$ cat config.mk
export PLATFORM = sky130hd
export DESIGN_NAME = uart_rx
export DESIGN_NICKNAME = d
export VERILOG_FILES = /design/src/rtl/uart_rx.sv
export SDC_FILE = /design/constraint.sdc
export NUM_CORES = 1
export LEC_CHECK = 0
export ABC_AREA = 0
export CAP_MARGIN = 20
export CORE_MARGIN = 4
export CORE_UTILIZATION = 61
export DETAILED_ROUTE_END_ITERATION = 16
export PLACE_DENSITY = 0.83
export SLEW_MARGIN = 20
export SYNTH_ARGS = -nofsm -noshare
export SYNTH_HDL_FRONTEND = slang
export SYNTH_SLANG_ARGS = --single-unit
$ cat constraint.sdc
create_clock -name clk -period 3 [get_ports clk]
set_input_delay 0.6 -clock clk [delete_from_list [all_inputs] [get_ports clk]]
set_output_delay 0.6 -clock clk [all_outputs]
set_load 0.01 [all_outputs]
$ cat src/rtl/uart_rx.sv
// 8N1 UART receiver: two-flop line synchroniser, mid-bit start validation,
// centre-sampled LSB-first data, stop-bit check with one-cycle strobes.
//
// state     | meaning
// IDLE      | line idle, waiting for a low level on sync2
// START     | timing half a bit to re-check the start bit
// DATA      | sampling eight data bits at bit centres
// STOP      | sampling the stop bit; delivers byte or frame error
// WAIT_HIGH | after a framing error, waiting for the line to return high
module uart_rx #(
  parameter int CLK_FREQ = 125_000_000,
  parameter int BAUD     = 115200
) (
  input  logic       clk,
  input  logic       rst,
  input  logic       rx_line,
  output logic [7:0] rx_data,
  output logic       rx_valid,
  output logic       rx_frame_err,
  output logic       rx_active
);

  localparam int CPB  = CLK_FREQ / BAUD;
  localparam int HALF = (CPB - 1) / 2;
  localparam int CW   = $clog2(CPB);
  localparam logic [CW-1:0] CNT_HALF = CW'(HALF);
  localparam logic [CW-1:0] CNT_LAST = CW'(CPB - 1);

  generate
    if (CPB < 4) begin : g_cpb_check
      $error("uart_rx: CLK_FREQ/BAUD must be at least 4");
    end
  endgenerate

  typedef enum logic [2:0] {
    IDLE,
    START,
    DATA,
    STOP,
    WAIT_HIGH
  } state_t;

  state_t        state;
  logic          sync1;
  logic          sync2;
  logic [CW-1:0] cnt;
  logic [2:0]    idx;
  logic [7:0]    shift;

  always_ff @(posedge clk) begin
    if (!rst) begin
      state        <= IDLE;
      sync1        <= 1'b1;
      sync2        <= 1'b1;
      cnt          <= '0;
      idx          <= '0;
      shift        <= '0;
      rx_data      <= 8'h00;
      rx_valid     <= 1'b0;
      rx_frame_err <= 1'b0;
      rx_active    <= 1'b0;
    end else begin
      sync1        <= rx_line;
      sync2        <= sync1;
      rx_valid     <= 1'b0;
      rx_frame_err <= 1'b0;

      case (state)
        IDLE: begin
          cnt <= '0;
          if (!sync2) begin
            state     <= START;
            rx_active <= 1'b1;
          end
        end

        START: begin
          if (cnt == CNT_HALF) begin
            cnt <= '0;
            idx <= '0;
            if (!sync2) begin
              state <= DATA;
            end else begin
              // start bit did not survive to mid-bit: treat as a glitch
              state     <= IDLE;
              rx_active <= 1'b0;
            end
          end else begin
            cnt <= cnt + 1'b1;
          end
        end

        DATA: begin
          if (cnt == CNT_LAST) begin
            cnt        <= '0;
            shift[idx] <= sync2;
            if (idx == 3'd7) begin
              state <= STOP;
            end else begin
              idx <= idx + 1'b1;
            end
          end else begin
            cnt <= cnt + 1'b1;
          end
        end

        STOP: begin
          if (cnt == CNT_LAST) begin
            // leaving at mid stop bit lets a back-to-back start edge be seen
            cnt       <= '0;
            rx_active <= 1'b0;
            if (sync2) begin
              rx_data  <= shift;
              rx_valid <= 1'b1;
              state    <= IDLE;
            end else begin
              rx_frame_err <= 1'b1;
              state        <= WAIT_HIGH;
            end
          end else begin
            cnt <= cnt + 1'b1;
          end
        end

        WAIT_HIGH: begin
          cnt <= '0;
          if (sync2) begin
            state <= IDLE;
          end
        end

        default: begin
          state     <= IDLE;
          cnt       <= '0;
          rx_active <= 1'b0;
        end
      endcase
    end
  end

endmodule

==> results.txt <==
The run finished with clean final reports. The total leakage power is 0.664 nW. The total internal power is ~630 uW.

The mapped netlist covers 1750 um^2. The iteration count of the initial detailed-routing pass is 4. The compound-cell area share of the yosys netlist came out at 0.0860. For this configuration, the core starts out at a cell density of 0.633. The number of placement rows came out at 19. The critical path data required time is ~3.3 ns. Summed over all layers, the global routing overflow is 0.

The first-pass GRT wire length is around 5400 um. Summed over all instances, the cell type with the most area after synthesis is sky130_fd_sc_hd__dfxtp_1. The final route contains around 1300 vias. The routed wire length per instance came out at 13.7 um. Of the total power, the clock network draws 0.341. The final antenna diode count came out at 0.

In this run the critical register-to-register path is launched from state[0]. The area taken by flip-flops and latches came out at about 760 um^2. The clock tree synthesis step divided the H-tree into 2 levels.

The xor/xnor share of the synthesized area came out at 0.0401. The number of filler instances in the final layout is 207. The routing usage on met3 came out at 0.0440. The count of mapped cells out of synthesis came out at around 190. The Yosys step of the flow raised 0 warnings. The clock input transition at the sequential cells of the worst setup and hold paths is 0.11 ns. The maximum net fanout on the critical path came out at 14. The worst relative slew slack is 0.701. The overall die area is around 3800 um^2. The detail-routed via count per cell came out at around 5.8. The clock latency reported for the late side of the worst-skew pair is 0.33 ns. The footprint of the multi-input gates came out at ~910 um^2. The sum of net half-perimeters after detailed placement is between 2000 and 2500 um. The maximum root-to-sink buffer count came out at 2. The port buffer count is 13. The top-level I/O count came out at 14. The mean area per synthesized cell is about 9.2 um^2. The global-route total usage across every layer is 0.187. The signal arrival time at the worst endpoint came out at approximately 2.3 ns. The register-to-register path setup slack came out at 0.97 ns.

The total of flip-flops plus latches after synthesis came out at 38. In the synthesized netlist the dominant register cell turns out to be sky130_fd_sc_hd__dfxtp_1. The number of global-route vias before repair was roughly 1300.

The type of the setup path with the least slack is flip-flop to flip-flop. The worst hold path belongs to the class flip-flop to flip-flop. The TritonCTS sink count came out at 38. On the final layout, the worst hold slack is ~0.45 ns.

After synthesis, the share of flip-flops with an asynchronous set or reset is 0. The area share of the largest cell type after synthesis came out at 0.436. In the routed design, unresolved DRC markers number 0. The routability-driven placement congestion ratio came out at just over 0.8. Post-CTS repair changed the size of 0 cells. The worst path in the final design needs a cycle of ~2.0 ns, including I/O delays and setup.

Compared with the post-synthesis result, the final layout area differs by 11.0%. For this block, the initial DRC count from the detailed router was 76. The maximum clock rate is 0.492 GHz.

The number of endpoints with negative hold slack in the final report is 0. The net count of the finished layout is roughly 210. The layer with the highest usage after global routing is met2. The startpoint identified for the worst hold timing path is sync1. The count of nets left with antenna violations once routing finished came out at 0. Wires add up to between 3000 and 4000 um.

The floorplan die width is 61.5 um. The max-slew violation count came out at 0. The number of different library cells in the post-synthesis netlist came out at 42. The clock tree from TritonCTS is yes. The number of nets in the synthesized netlist is ~200. The buffer type at the clock tree root is sky130_fd_sc_hd__clkbuf_4. The adder-cell share of the synthesized area is 0.0358. The met2 usage came out at 0.288. Entering global routing, the biggest net connects 31 pins.

After routing, the total negative slack on setup checks comes to 0 ns. Setup violations remaining at the end of the flow were counted as 0. By instance count, the leading cell after synthesis is sky130_fd_sc_hd__dfxtp_1. The number of antenna violations at the first check in global routing was 0.

The pin slew with the least headroom to its limit is 0.446 ns. Max-cap violations in this run came to 0. The final period utilization is 0.678. The total CTS buffers came out at 5. The simple-gate area share of the yosys netlist came out at 0.268.

The maximum ir drop on the vdd rail came out at about 0.00055 V. The floorplan step defined a core boundary enclosing roughly 2800 um^2. The number of hold buffers added after cts came out at 0. The ratio of total power to cell area came out at 418 nW/um^2. The sequential power share came out at 0.629. The global routing usage on met1 came out at 0.248. The share of power burned in combinational logic came out at 0.030. The post-synthesis mux area share is 0.0917. The worst setup path is launched from a flip-flop. STA classifies the critical path endpoint as a flip-flop. The switching component of the power is 179 uW. The post-synthesis sequential area ratio came out at 0.436.

Of the total power, the share spent switching nets is 0.221. The critical path startpoint is state[0]. The number of setup buffers added after CTS is 0.

Sorting the synthesized cells by how often they occur yields 38 x sky130_fd_sc_hd__dfxtp_1, 18 x sky130_fd_sc_hd__nand2_1, 18 x sky130_fd_sc_hd__nor2_1. In the final layout, the share of cells above drive strength 1 is 0.0700. The number of enable flip-flop cells after synthesis came out at 0. Setup repair after global routing left no endpoint under its margin. By area, the combinational part of the netlist is dominated by simple AND/OR/NAND/NOR gates.

Yosys attributes the largest share of cell area to sky130_fd_sc_hd__dfxtp_1 44%, sky130_fd_sc_hd__mux2i_1 9.2%, sky130_fd_sc_hd__nand2_1 3.9%, sky130_fd_sc_hd__nor2_1 3.9%, sky130_fd_sc_hd__ha_1 3.6%. Between clock sinks in the finished design, the worst skew comes to around 0.013 ns. From bottom edge to top edge, the die measures about 62 um.
placed cells by master (no fill, tap or decap), types with 2 or more instances in the layout:
| cell | count |
|---|---|
| sky130_fd_sc_hd__a21boi_0 | 3 |
| sky130_fd_sc_hd__clkbuf_4 | 5 |
| sky130_fd_sc_hd__nand2b_1 | 3 |
| sky130_fd_sc_hd__clkdlybuf4s50_1 | 13 |
| sky130_fd_sc_hd__nor3_1 | 5 |
| sky130_fd_sc_hd__mux2i_1 | 16 |
| sky130_fd_sc_hd__buf_4 | 2 |
| sky130_fd_sc_hd__nor4_1 | 2 |
| sky130_fd_sc_hd__nand3_1 | 5 |
| sky130_fd_sc_hd__nor2_1 | 18 |
| sky130_fd_sc_hd__inv_1 | 5 |
| sky130_fd_sc_hd__a21oi_1 | 3 |
| sky130_fd_sc_hd__nand4_1 | 7 |
| sky130_fd_sc_hd__nand4b_1 | 4 |
| sky130_fd_sc_hd__nor4b_1 | 2 |
| sky130_fd_sc_hd__ha_1 | 5 |
| sky130_fd_sc_hd__xor2_1 | 5 |
| sky130_fd_sc_hd__o21ai_0 | 4 |
| sky130_fd_sc_hd__o21a_1 | 2 |
| sky130_fd_sc_hd__nor2b_1 | 9 |
| sky130_fd_sc_hd__xnor2_1 | 3 |
| sky130_fd_sc_hd__or3_1 | 2 |
| sky130_fd_sc_hd__dfxtp_1 | 38 |
| sky130_fd_sc_hd__nand2_1 | 18 |
path summary, 6_finish.rpt:
| kind | to | cells past startpoint |
|---|---|---|
| setup reg to reg | cnt[1] | 5 |
| hold reg to reg | sync2 | 1 |
| setup / recovery | cnt[1] | 5 |
| hold / removal | sync2 | 1 |
worst max-delay path, cell delays in order (launching register included):
cell and delay [ns]:
sky130_fd_sc_hd__dfxtp_1 0.60, sky130_fd_sc_hd__nor3b_2 0.31, sky130_fd_sc_hd__o31ai_2 0.13, sky130_fd_sc_hd__a21boi_1 0.17
sky130_fd_sc_hd__or4b_4 0.61, sky130_fd_sc_hd__nor2_1 0.14
final cells by class:
cell class	instances	share of cell area
well taps	31	0.0200
flip-flops and latches	38	0.393
clock inverters	2	0.00646
clock buffers	6	0.0265
inverters	5	0.00968
repair buffers	15	0.0749
multi-input cells	134	0.470
stage by stage:
stage	power (mW)	util	area, um^2	worst slack, ns	cells
3_3_place_gp	0.544	0.680	1870	0.898	223
5_1_grt	0.839	0.703	1940	0.773	231
3_5_place_dp	0.545	0.680	1870	0.864	223
6_report	0.810	0.703	1940	0.966	231
4_1_cts	0.816	0.703	1940	0.956	231
2_1_floorplan	0.537	-	1750	1.19	189
kinds of logic after synthesis:
group                    after synthesis
XOR/XNOR                               8
flip-flops                            38
multiplexers                          16
AO/OA/AOI/OAI                         21
AND/OR/NAND/NOR                       84
adder cells (fa/ha/maj)                5
buffers and inverters                 17
flip-flops by register name (all words and copies together) (netlist names):
signal / count
rx_frame_err: 1
sync2: 1
rx_active: 1
rx_data: 8
idx: 3
shift: 8
rx_valid: 1
sync1: 1
cnt: 11
state: 3
layer usage:
layer	part of all wire	wire, um	vias up
met5	0	0	-
met1	0.49	1560	616
met3	0.037	117	9
li1	-	-	688
met4	0.017	54	0
met2	0.45	1440	27
power by group through the flow:
| stage | registers, mW | clock network, mW | logic [mW] |
|---|---|---|---|
| 4_1_cts | 0.510 | 0.282 | 0.0245 |
| 3_3_place_gp | 0.521 | 0 | 0.0232 |
| 2_1_floorplan | 0.520 | 0 | 0.0169 |
| 6_report | 0.510 | 0.276 | 0.0243 |
| 3_5_place_dp | 0.521 | 0 | 0.0242 |
| 5_1_grt | 0.510 | 0.302 | 0.0270 |
(Power assumes the default switching activity.)
